File: config.mk
export PLATFORM = sky130hd
export DESIGN_NAME = video_source_mux_flat
export DESIGN_NICKNAME = d
export VERILOG_FILES = /design/src/rtl/video_source_mux_pkg.sv /design/src/rtl/video_source_mux_if.sv /design/src/rtl/video_source_mux_watchdog.sv /design/src/rtl/video_source_mux.sv /design/src/flat_wrapper.sv
export SDC_FILE = /design/constraint.sdc
export NUM_CORES = 1
export LEC_CHECK = 0
export CORE_MARGIN = 2
export CORE_UTILIZATION = 49
export DETAILED_ROUTE_END_ITERATION = 16
export PLACE_DENSITY = 0.8
export REMOVE_ABC_BUFFERS = 1
export SYNTH_ARGS = -nofsm -noshare
export SYNTH_HDL_FRONTEND = slang
export SYNTH_SLANG_ARGS = --single-unit
File: constraint.sdc
create_clock -name clk -period 1.8 [get_ports clk]
set_input_delay 0.27 -clock clk [delete_from_list [all_inputs] [get_ports clk]]
set_output_delay 0.27 -clock clk [all_outputs]
set_load 0.02 [all_outputs]
File: src/rtl/video_source_mux_pkg.sv
// Shared types and constants for the video source selector and its stale watchdog.
package video_pkg;

    localparam int PKG_DATA_W = 8;
    localparam int MISS_CNT_W = 4;

    typedef struct packed {
        logic [PKG_DATA_W-1:0] r;
        logic [PKG_DATA_W-1:0] g;
        logic [PKG_DATA_W-1:0] b;
    } rgb_t;

    typedef enum logic [0:0] {
        RUN      = 1'b0,
        FALLBACK = 1'b1
    } mux_state_e;

    function automatic logic [MISS_CNT_W-1:0] sat_inc(input logic [MISS_CNT_W-1:0] v);
        return (v == {MISS_CNT_W{1'b1}}) ? v : v + 1'b1;
    endfunction

endpackage

File: src/rtl/video_source_mux_if.sv
// Pixel-source, timing and output bundle of video_source_mux.
interface video_source_mux_if #(
    parameter int NUM_SRC = 4,
    parameter int DATA_W  = 8,
    parameter int SEL_W   = $clog2(NUM_SRC)
);
    logic [NUM_SRC-1:0]          src_valid;
    logic [NUM_SRC*3*DATA_W-1:0] src_rgb;
    logic [SEL_W-1:0]            sel_req;
    logic                        fallback_en;
    logic                        vde;
    logic                        hsync;
    logic                        vsync;
    logic                        start_of_frame;
    logic [DATA_W-1:0]           out_red;
    logic [DATA_W-1:0]           out_green;
    logic [DATA_W-1:0]           out_blue;
    logic                        out_vde;
    logic                        out_hsync;
    logic                        out_vsync;
    logic [SEL_W-1:0]            act_sel;
    logic                        stale;
    logic                        switch_pulse;

    modport master (
        output src_valid, src_rgb, sel_req, fallback_en, vde, hsync, vsync, start_of_frame,
        input  out_red, out_green, out_blue, out_vde, out_hsync, out_vsync, act_sel, stale, switch_pulse
    );

    modport slave (
        input  src_valid, src_rgb, sel_req, fallback_en, vde, hsync, vsync, start_of_frame,
        output out_red, out_green, out_blue, out_vde, out_hsync, out_vsync, act_sel, stale, switch_pulse
    );
endinterface

File: src/rtl/video_source_mux_watchdog.sv
// Per-frame miss counter and RUN/FALLBACK decision for the currently selected source.
module stale_watchdog
    import video_pkg::*;
#(
    parameter int STALE_FRAMES = 2
) (
    input  logic clk,
    input  logic reset,
    input  logic seen_sel,
    input  logic start_of_frame,
    input  logic sel_changed,
    input  logic fallback_en,
    input  logic is_src0,
    output logic in_fallback,
    output logic fallback_next
);
    localparam logic [MISS_CNT_W-1:0] STALE_L = STALE_FRAMES[MISS_CNT_W-1:0];

    mux_state_e            state_q, state_d;
    logic [MISS_CNT_W-1:0] miss_q, miss_d;

    // State and miss counter registers
    always_ff @(posedge clk) begin
        if (reset) begin
            state_q <= RUN;
            miss_q  <= {MISS_CNT_W{1'b0}};
        end else begin
            state_q <= state_d;
            miss_q  <= miss_d;
        end
    end

    // Frame-boundary evaluation; the counter restarts whenever the source changes
    always_comb begin
        state_d = state_q;
        miss_d  = miss_q;
        if (start_of_frame) begin
            if (sel_changed || seen_sel || is_src0) begin
                miss_d = {MISS_CNT_W{1'b0}};
            end else begin
                miss_d = sat_inc(miss_q);
            end
            case (state_q)
                RUN: begin
                    if (fallback_en && !is_src0 && (miss_d >= STALE_L)) begin
                        state_d = FALLBACK;
                    end else begin
                        state_d = RUN;
                    end
                end
                FALLBACK: begin
                    if (seen_sel || !fallback_en || is_src0) begin
                        state_d = RUN;
                    end else begin
                        state_d = FALLBACK;
                    end
                end
                default: state_d = RUN;
            endcase
        end else begin
            state_d = state_q;
        end
    end

    assign in_fallback   = (state_q == FALLBACK);
    assign fallback_next = (state_d == FALLBACK);

endmodule

File: src/rtl/video_source_mux.sv
// N-way pixel source selector: per-source hold registers, frame-aligned switching,
// stale-source fallback to source 0 and a one-cycle registered output stage.
module video_source_mux
    import video_pkg::*;
#(
    parameter int NUM_SRC      = 4,
    parameter int DATA_W       = 8,
    parameter int STALE_FRAMES = 2,
    parameter int SEL_W        = $clog2(NUM_SRC)
) (
    input logic              clk,
    input logic              reset,
    video_source_mux_if.slave bus
);
    localparam int               PIX_W     = 3 * DATA_W;
    localparam logic [SEL_W:0]   NUM_SRC_L = NUM_SRC[SEL_W:0];

    logic [PIX_W-1:0]   hold_q [NUM_SRC];
    logic [NUM_SRC-1:0] seen_q, seen_d;
    logic [SEL_W-1:0]   pend_sel_q, pend_sel_d;
    logic [SEL_W-1:0]   act_sel_q, act_sel_d;
    logic [SEL_W-1:0]   eff_s, eff_d;
    logic               fb_s, fb_next_s;
    logic               switch_pulse_q, switch_pulse_d;
    logic [PIX_W-1:0]   pix_s;
    logic [DATA_W-1:0]  red_q, green_q, blue_q;
    logic [DATA_W-1:0]  red_d, green_d, blue_d;
    logic [2:0]         sync_q;

    stale_watchdog #(
        .STALE_FRAMES(STALE_FRAMES)
    ) u_watchdog (
        .clk           (clk),
        .reset         (reset),
        .seen_sel      (seen_q[act_sel_q]),
        .start_of_frame(bus.start_of_frame),
        .sel_changed   (pend_sel_q != act_sel_q),
        .fallback_en   (bus.fallback_en),
        .is_src0       (pend_sel_q == {SEL_W{1'b0}}),
        .in_fallback   (fb_s),
        .fallback_next (fb_next_s)
    );

    // Hold registers capture every source regardless of which one is selected
    always_ff @(posedge clk) begin
        if (reset) begin
            for (int i = 0; i < NUM_SRC; i++) hold_q[i] <= {PIX_W{1'b0}};
        end else begin
            for (int i = 0; i < NUM_SRC; i++) begin
                if (bus.src_valid[i]) hold_q[i] <= bus.src_rgb[i*PIX_W +: PIX_W];
            end
        end
    end

    // Selection, seen flags and the output pipeline
    always_ff @(posedge clk) begin
        if (reset) begin
            seen_q         <= {NUM_SRC{1'b0}};
            pend_sel_q     <= {SEL_W{1'b0}};
            act_sel_q      <= {SEL_W{1'b0}};
            switch_pulse_q <= 1'b0;
            red_q          <= {DATA_W{1'b0}};
            green_q        <= {DATA_W{1'b0}};
            blue_q         <= {DATA_W{1'b0}};
            sync_q         <= 3'b000;
        end else begin
            seen_q         <= seen_d;
            pend_sel_q     <= pend_sel_d;
            act_sel_q      <= act_sel_d;
            switch_pulse_q <= switch_pulse_d;
            red_q          <= red_d;
            green_q        <= green_d;
            blue_q         <= blue_d;
            sync_q         <= {bus.vde, bus.hsync, bus.vsync};
        end
    end

    // Valid on the frame-boundary cycle already belongs to the new frame
    always_comb begin
        if ({1'b0, bus.sel_req} < NUM_SRC_L) begin
            pend_sel_d = bus.sel_req;
        end else begin
            pend_sel_d = pend_sel_q;
        end
        if (bus.start_of_frame) begin
            seen_d    = bus.src_valid;
            act_sel_d = pend_sel_q;
        end else begin
            seen_d    = seen_q | bus.src_valid;
            act_sel_d = act_sel_q;
        end
        eff_s          = fb_s ? {SEL_W{1'b0}} : act_sel_q;
        eff_d          = fb_next_s ? {SEL_W{1'b0}} : act_sel_d;
        switch_pulse_d = bus.start_of_frame && (eff_d != eff_s);
        pix_s          = hold_q[eff_s];
        if (bus.vde) begin
            red_d   = pix_s[PIX_W-1 -: DATA_W];
            green_d = pix_s[2*DATA_W-1 -: DATA_W];
            blue_d  = pix_s[DATA_W-1:0];
        end else begin
            red_d   = {DATA_W{1'b0}};
            green_d = {DATA_W{1'b0}};
            blue_d  = {DATA_W{1'b0}};
        end
    end

    assign bus.out_red      = red_q;
    assign bus.out_green    = green_q;
    assign bus.out_blue     = blue_q;
    assign bus.out_vde      = sync_q[2];
    assign bus.out_hsync    = sync_q[1];
    assign bus.out_vsync    = sync_q[0];
    assign bus.act_sel      = act_sel_q;
    assign bus.stale        = fb_s;
    assign bus.switch_pulse = switch_pulse_q;

endmodule

File: src/flat_wrapper.sv
// flat-port wrapper written by rule: the top's interface ports become plain ports
module video_source_mux_flat import video_pkg::*;
#(
    parameter int NUM_SRC      = 4,
    parameter int DATA_W       = 8,
    parameter int STALE_FRAMES = 2,
    parameter int SEL_W        = $clog2(NUM_SRC)
)
  (clk, reset, bus_src_valid, bus_src_rgb, bus_sel_req, bus_fallback_en, bus_vde, bus_hsync, bus_vsync, bus_start_of_frame, bus_out_red, bus_out_green, bus_out_blue, bus_out_vde, bus_out_hsync, bus_out_vsync, bus_act_sel, bus_stale, bus_switch_pulse);
  video_source_mux_if #(.NUM_SRC(NUM_SRC), .DATA_W(DATA_W), .SEL_W(SEL_W)) bus_i ();
  input logic clk;
  input logic reset;
  input wire logic [$bits(bus_i.src_valid)-1:0] bus_src_valid;
  input wire logic [$bits(bus_i.src_rgb)-1:0] bus_src_rgb;
  input wire logic [$bits(bus_i.sel_req)-1:0] bus_sel_req;
  input wire logic [$bits(bus_i.fallback_en)-1:0] bus_fallback_en;
  input wire logic [$bits(bus_i.vde)-1:0] bus_vde;
  input wire logic [$bits(bus_i.hsync)-1:0] bus_hsync;
  input wire logic [$bits(bus_i.vsync)-1:0] bus_vsync;
  input wire logic [$bits(bus_i.start_of_frame)-1:0] bus_start_of_frame;
  output wire logic [$bits(bus_i.out_red)-1:0] bus_out_red;
  output wire logic [$bits(bus_i.out_green)-1:0] bus_out_green;
  output wire logic [$bits(bus_i.out_blue)-1:0] bus_out_blue;
  output wire logic [$bits(bus_i.out_vde)-1:0] bus_out_vde;
  output wire logic [$bits(bus_i.out_hsync)-1:0] bus_out_hsync;
  output wire logic [$bits(bus_i.out_vsync)-1:0] bus_out_vsync;
  output wire logic [$bits(bus_i.act_sel)-1:0] bus_act_sel;
  output wire logic [$bits(bus_i.stale)-1:0] bus_stale;
  output wire logic [$bits(bus_i.switch_pulse)-1:0] bus_switch_pulse;
  assign bus_i.src_valid = bus_src_valid;
  assign bus_i.src_rgb = bus_src_rgb;
  assign bus_i.sel_req = bus_sel_req;
  assign bus_i.fallback_en = bus_fallback_en;
  assign bus_i.vde = bus_vde;
  assign bus_i.hsync = bus_hsync;
  assign bus_i.vsync = bus_vsync;
  assign bus_i.start_of_frame = bus_start_of_frame;
  assign bus_out_red = bus_i.out_red;
  assign bus_out_green = bus_i.out_green;
  assign bus_out_blue = bus_i.out_blue;
  assign bus_out_vde = bus_i.out_vde;
  assign bus_out_hsync = bus_i.out_hsync;
  assign bus_out_vsync = bus_i.out_vsync;
  assign bus_act_sel = bus_i.act_sel;
  assign bus_stale = bus_i.stale;
  assign bus_switch_pulse = bus_i.switch_pulse;
  video_source_mux #(.NUM_SRC(NUM_SRC), .DATA_W(DATA_W), .STALE_FRAMES(STALE_FRAMES), .SEL_W(SEL_W)) u_core (.clk(clk), .reset(reset), .bus(bus_i));
endmodule
==> results of run 1 <==
sequential cells by signal, summed over array words and instances (netlist names):
| name | count |
|---|---|
| u_core.bus.out_blue | 8 |
| u_core.bus.out_green | 8 |
| u_core.bus.act_sel | 2 |
| u_core.hold_q | 96 |
| u_core.bus.out_red | 8 |
| u_core.u_watchdog.miss_q | 4 |
| u_core.pend_sel_q | 2 |
| u_core.bus.switch_pulse | 1 |
| u_core.seen_q | 4 |
| u_core.sync_q | 3 |
| u_core.u_watchdog.in_fallback | 1 |
report_power, final:
part / switching [mW] / leakage [nW] / internal, mW
logic: 0.340 / 1.30 / 0.426
registers: 0.0664 / 1.37 / 3.61
clock network: 1.27 / 0.303 / 2.43
final timing paths:
path	start	endpoint	cells past startpoint
worst min-delay path	bus_sel_req[1]	u_core.pend_sel_q[1]	2
worst max register to register	u_core.bus.act_sel[1]	u_core.bus.switch_pulse	5
worst min register to register	u_core.seen_q[0]	u_core.seen_q[0]	2
worst max-delay path	u_core.bus.act_sel[1]	u_core.bus.switch_pulse	5
metrics by stage:
stage / std cells / setup TNS [ps] / worst slack [ps] / util, % / power [mW]
detailed placement: 732 / -18730 / -241 / 65.0 / 4.50
global placement: 732 / -14090 / -231 / 65.0 / 4.47
global route: 764 / -57.6 / -36.0 / 70.7 / 8.38
CTS: 764 / 0 / 16.4 / 70.6 / 8.16
floorplan: 424 / -27260 / -1280 / - / 4.00
finish: 764 / 0 / 49.2 / 70.7 / 8.14
metal layers:
layer	up-vias	track usage, %	routed length [µm]
li1	1937	-	-
met1	1955	28.5	5390
met2	183	43.0	7630
met3	23	4.54	911
met4	0	9.50	276
met5	-	0	0
what timing repair did:
action                     4_1_cts  5_1_grt
gates resized for setup          1        4
pin swaps                        0        0
cloned                           0        0
setup endpoints to repair        1        3
layout make-up:
class	instances	share of cell area (%)
Clock buffer	21	5.90
Sequential cell	137	46.5
Inverter	3	0.141
Multi-Input combinational cell	284	22.4
Timing Repair Buffer	165	20.7
Clock inverter	11	2.12
Tap cell	143	2.24
kinds of logic after synthesis:
| logic type | Yosys count | synth area share [%] |
|---|---|---|
| XOR/XNOR | 2 | 0.313 |
| AND/OR/NAND/NOR | 206 | 20.3 |
| adder cells (fa/ha/maj) | 1 | 0.223 |
| multiplexers | 4 | 0.960 |
| flip-flops | 137 | 66.1 |
| buffers and inverters | 34 | 2.41 |
| AO/OA/AOI/OAI | 71 | 9.69 |
cell usage in the layout, fill, tap and decap left out, drive strengths merged, types with 7 or more instances in the layout:
cell type	Yosys	routed
clkdlybuf4s50	0	137
and2	96	96
edfxtp	96	96
nand2	51	51
dfxtp	41	41
nor2b	33	33
a211oi	26	26
buf	3	26
a311oi	25	25
clkbuf	28	21
nor2	10	10
a21oi	7	7
==> summary.md, run 1 <==
| Metric | Value |
|---|---|
| Crit Path Category | `reg -> reg` |
| Die height | `roughly 110 µm` |
| Syn Area/Cell | `12.3 µm²` |
| Leakage | `roughly 3 nW` |
| Reg clk slew, reported paths | `approximately 50 ps` |
| Register Area | `about 3700 µm²` |
| CP Buf/Inv Count | `0` |
| Vias | `between 4000 and 5000` |
| List of most frequent post-synthesis cells | `96 x and2_1, 96 x edfxtp_1, 51 x nand2_1, 41 x dfxtp_1, 33 x nor2b_1` |
| Ys async rst share | `0%` |
| Fmax | `~570 MHz` |
| Critical path's slowest cell | `dfxtp_1` |
| Cts hold-fix bufs | `0` |
| Largest net degree at the start of global routing | `27` |
| Starting Density | `about half` |
| Filler cell count | `between 700 and 800` |
| CTS HTree Levels | `4` |
| DR iter-0 viols | `223` |
| Post-layout min period | `approximately 1800 ps` |
| CP delay by family, top | `compound AO/OA/AOI/OAI gates` |
| Vias per std cell | `5.36` |
| CP required | `about 2100 ps` |
| Yosys reg bits | `~140` |
| Initial antenna violation count | `0` |
| First-pass GRT wire length | `22.6 mm` |
| Yosys warns | `0` |
| Die X | `about 110 µm` |
| Detailed Routing Iterations Pass 1 | `5` |
| Synth cell types | `36` |
| Boundary pin count | `140` |
| Cell taking the most area after synthesis | `edfxtp_1` |
| Post-CTS setup buffers | `0` |
| CTS Root Buffer Type | `clkbuf_16` |
| Post-Synthesis Cell Area | `5600 µm²` |
| Core box area | `around 11000 µm²` |
| HPWL after DPL | `around 9.4 mm` |
| # diodes | `0` |
| Clock tree from TritonCTS | `yes` |
| Port bufs | `roughly 140` |
| Clock skew | `between 10 and 15 ps` |
| Max-slew violations | `0` |
| Routability cong. | `0.866` |
| Worst Path Max Fanout | `4` |
| CP startpoint kind | `flop` |
| Dominant synthesized flop cell | `edfxtp_1` |
| WL/cell | `18.6 µm` |
| Endpoints failing setup | `0` |
| RSZ-0062 raised after global routing | `yes` |
| Post-synth top area share | `approximately half` |
| Status | `completed` |
| PD cells | `about 1000 nW/µm²` |
| Final hold vios | `0` |
| Num CTS Buffers | `17` |
| Gr ovfl total | `0` |
| Cell Rows | `39` |
| Nets@finish | `718` |
| Design area | `7970 µm²` |
| Footprint of the multi-input gates | `1790 µm²` |
| Detailed Route WL | `14.2 mm` |
| Layout area overhead | `42.3%` |
| Worst VDD drop | `slightly below 700 µV` |
| Clk_lat worst skew | `~410 ps` |
| Cell count after synthesis | `455` |
| Post-DRT Antenna Nets | `0` |
| Slew at the pin with the worst max-slew slack | `about 970 ps` |
| Post-synthesis sequential area ratio | `~66%` |
| Vias in the first global route | `approximately 4300` |
| Post-route DRC violation count | `0` |
| Top post-synthesis cells by area | `edfxtp_1 51%, dfxtp_1 15%, and2_1 11%` |
| Die Area | `roughly 12000 µm²` |
| Clk sinks | `between 100 and 150` |
| Slowest stage delay, CP | `about 370 ps` |
| Arr. time, crit path | `around 2000 ps` |
| Clock Tree Buf Depth | `2` |
| Crit end category | `flop` |
| EDFF count, synth | `96` |
| Hold Crit Class | `in -> reg` |
| Fin crit share | `97.3%` |
| Max-Cap Viols | `0` |
| Hold_ws | `426 ps` |
| Crit path cell chain | `nor4bb_2 > a31oi_1 > o31a_1 > or2_1 > a22o_1` |
| Reg2Reg Setup Slack | `50 ps` |
| Total global-route track usage | `around a quarter` |
| Area after DPL | `7320 µm²` |
| Rel. slew slack | `35.2%` |
| Layout cells sized above 1 | `between 10% and 20%` |
Note: power is estimated with default switching activity, not from simulation.
==> run 2: changes to the inputs <==
Settings changed: CTS_CLUSTER_DIAMETER from default to 30.
==> results of run 2 <==
Final layout, timing and power as in run 1 (identical DEF).
==> run 3: changes to the inputs <==
Settings changed: CTS_CLUSTER_SIZE from default to 14, SLEW_MARGIN from default to 40.
==> run 3 against run 2 <==
  * Clock skew shrank 5.9 ps
  * Maximum frequency increased by 1.2%
  * Power increased by 4.2%
  * Combinational power up 0.5%
  * Sequential cell count unchanged
  * Final area rose by 0.89%
  * Critical path depth stayed put
  * Non-clock buffer count unchanged
  * Core utilization is 0.63 points higher
  * Critical path type unchanged
  * Critical endpoint unchanged
==> summary.md, run 3 (synthesis gave the netlist of run 1 again) <==
| Metric | Value |
|---|---|
| Leakage | `~3.0 nW` |
| Total global-route track usage | `around a quarter` |
| Reg-to-Reg Start | `u_core.pend_sel_q[0]` |
| Vias per std cell | `5.39` |
| Boundary pin count | `140` |
| Starting Density | `49.7%` |
| Detailed Route WL | `roughly 14 mm` |
| WL/cell | `18.4 µm` |
| Fin crit share | `96.1%` |
| Rel. slew slack | `62.9%` |
| Register Area | `~3700 µm²` |
| Hold Crit Class | `in -> reg` |
| Most flops, register | `u_core.hold_q` |
| CP Buf/Inv Count | `0` |
| Vias in the first global route | `4355` |
| Worst Path Max Fanout | `5` |
| Die X | `approximately 110 µm` |
| CP startpoint kind | `flop` |
| CTS HTree Levels | `4` |
| Arr. time, crit path | `~2000 ps` |
| First-pass GRT wire length | `roughly 22 mm` |
| Nets@finish | `slightly above 700` |
| Dpl cells | `between 700 and 800` |
| Clock Tree Buf Depth | `2` |
| Footprint of the multi-input gates | `~1800 µm²` |
| Vias | `4119` |
| Reg clk slew, reported paths | `~60 ps` |
| Commonest non-fill, non-tap cell in the layout | `clkdlybuf4s50_1` |
| Num CTS Buffers | `17` |
| Endpoints failing setup | `0` |
| Fmax | `578 MHz` |
| Port bufs | `around 140` |
| Die Area | `~12000 µm²` |
| RSZ-0062 raised after global routing | `yes` |
| Slew at the pin with the worst max-slew slack | `555 ps` |
| Post-Layout Cell Count | `about 760` |
| Slowest stage delay, CP | `about 370 ps` |
| Critical path's slowest cell | `dfxtp_1` |
| PostCTS Resize Cnt | `1` |
| HPWL after DPL | `~9.4 mm` |
| Routability cong. | `between 0.8 and 0.9` |
| Setup TNS | `0 ps` |
| CP required | `between 2000 and 2500 ps` |
| Post-CTS setup buffers | `0` |
| Largest net degree at the start of global routing | `27` |
| Post-DRT Antenna Nets | `0` |
| Max-Cap Viols | `0` |
| Gr ovfl total | `0` |
| Final hold vios | `0` |
| # diodes | `0` |
| Filler cell count | `just under 800` |
| Post-route DRC violation count | `0` |
| Max FFs per register | `96` |
| Clock tree from TritonCTS | `yes` |
| Hold path start | `bus_sel_req[1]` |
| CTS Root Buffer Type | `clkbuf_16` |
| Most frequent cells in the layout | `137 x clkdlybuf4s50_1, 96 x and2_1, 96 x edfxtp_1, 51 x nand2_1, 40 x dfxtp_1` |
| Total power | `about 8.5 mW` |
| Cts hold-fix bufs | `0` |
| Initial antenna violation count | `0` |
| Worst VDD drop | `approximately 700 µV` |
| Max-slew violations | `0` |
| Die height | `111 µm` |
| Crit path cell chain | `nor4bb_2 > a31oi_1 > o31a_1 > or2_1 > a22o_1` |
| Detailed Routing Iterations Pass 1 | `4` |
| Hold_ws | `around 400 ps` |
| Crit Path Category | `reg -> reg` |
| Clock skew | `between 5 and 6 ps` |
| DR iter-0 viols | `around 200` |
| Critical Path Start | `u_core.pend_sel_q[0]` |
| CP delay by family, top | `compound AO/OA/AOI/OAI gates` |
| Crit end category | `flop` |
| Post-layout min period | `around 1700 ps` |
| Clk sinks | `137` |
| Status | `completed` |
| Layout cells sized above 1 | `between 10 and 15%` |
| Cell Rows | `39` |
| Core box area | `approximately 11000 µm²` |
| PD cells | `1050 nW/µm²` |
| Layout area overhead | `43.6%` |
| Clk_lat worst skew | `slightly above 400 ps` |
==> run 3: cell count changes in the layout (fill, tap and decap cells not counted) <==
cell,change
clkinv_2,-1
clkinvlp_4,+1
clkbuf_8,-2
nor2b_4,+4
bufinv_16,+3
clkinv_1,+1
clkinv_4,-2
nor2b_2,-4
==> run 3: worst register-to-register path, stage by stage, from the launching register on <==
cell and delay [ps]:
dfxtp_1 370, nor4bb_2 340, a31oi_1 130, o31a_1 350, or2_1 240, a22o_1 200
==> run 3: final timing paths <==
path	slack [ps]	cells past startpoint	to
worst max-delay path	70	5	u_core.bus.switch_pulse
worst min-delay path	410	2	u_core.pend_sel_q[1]
worst max register to register	70	5	u_core.bus.switch_pulse
worst min register to register	520	2	u_core.seen_q[1]
==> run 3: through the flow <==
stage               worst slack (ps)  instance area, µm²  utilization (%)
CTS                             10.8                8030             71.2
floorplan                      -1280                5480                -
detailed placement              -231                7340             65.1
finish                          70.6                8040             71.4
global placement                -231                7320             65.0
global route                   -41.7                8040             71.4
==> run 3: where the power goes <==
part / switching (mW) / total [mW] / internal (mW)
registers: 0.0657 / 3.67 / 3.61
logic: 0.341 / 0.771 / 0.430
clock network: 1.27 / 4.03 / 2.76
total: 1.68 / 8.48 / 6.80
==> run 3: final cells by class <==
type                            count  area share [%]
Timing Repair Buffer              165            20.5
Tap cell                          143            2.22
Multi-Input combinational cell    284            22.5
Sequential cell                   137            46.1
Clock buffer                       19            5.51
Inverter                            3           0.140
Clock inverter                     13            3.08
==> run 3: per-layer routing <==
layer  share of wire [%]  up-vias  track usage (%)
li1                    -     1931                -
met1                  38     1997             27.4
met2                  53      168             43.0
met3                 6.3       23             5.14
met4                 2.3        0             10.1
met5                   0        -                0
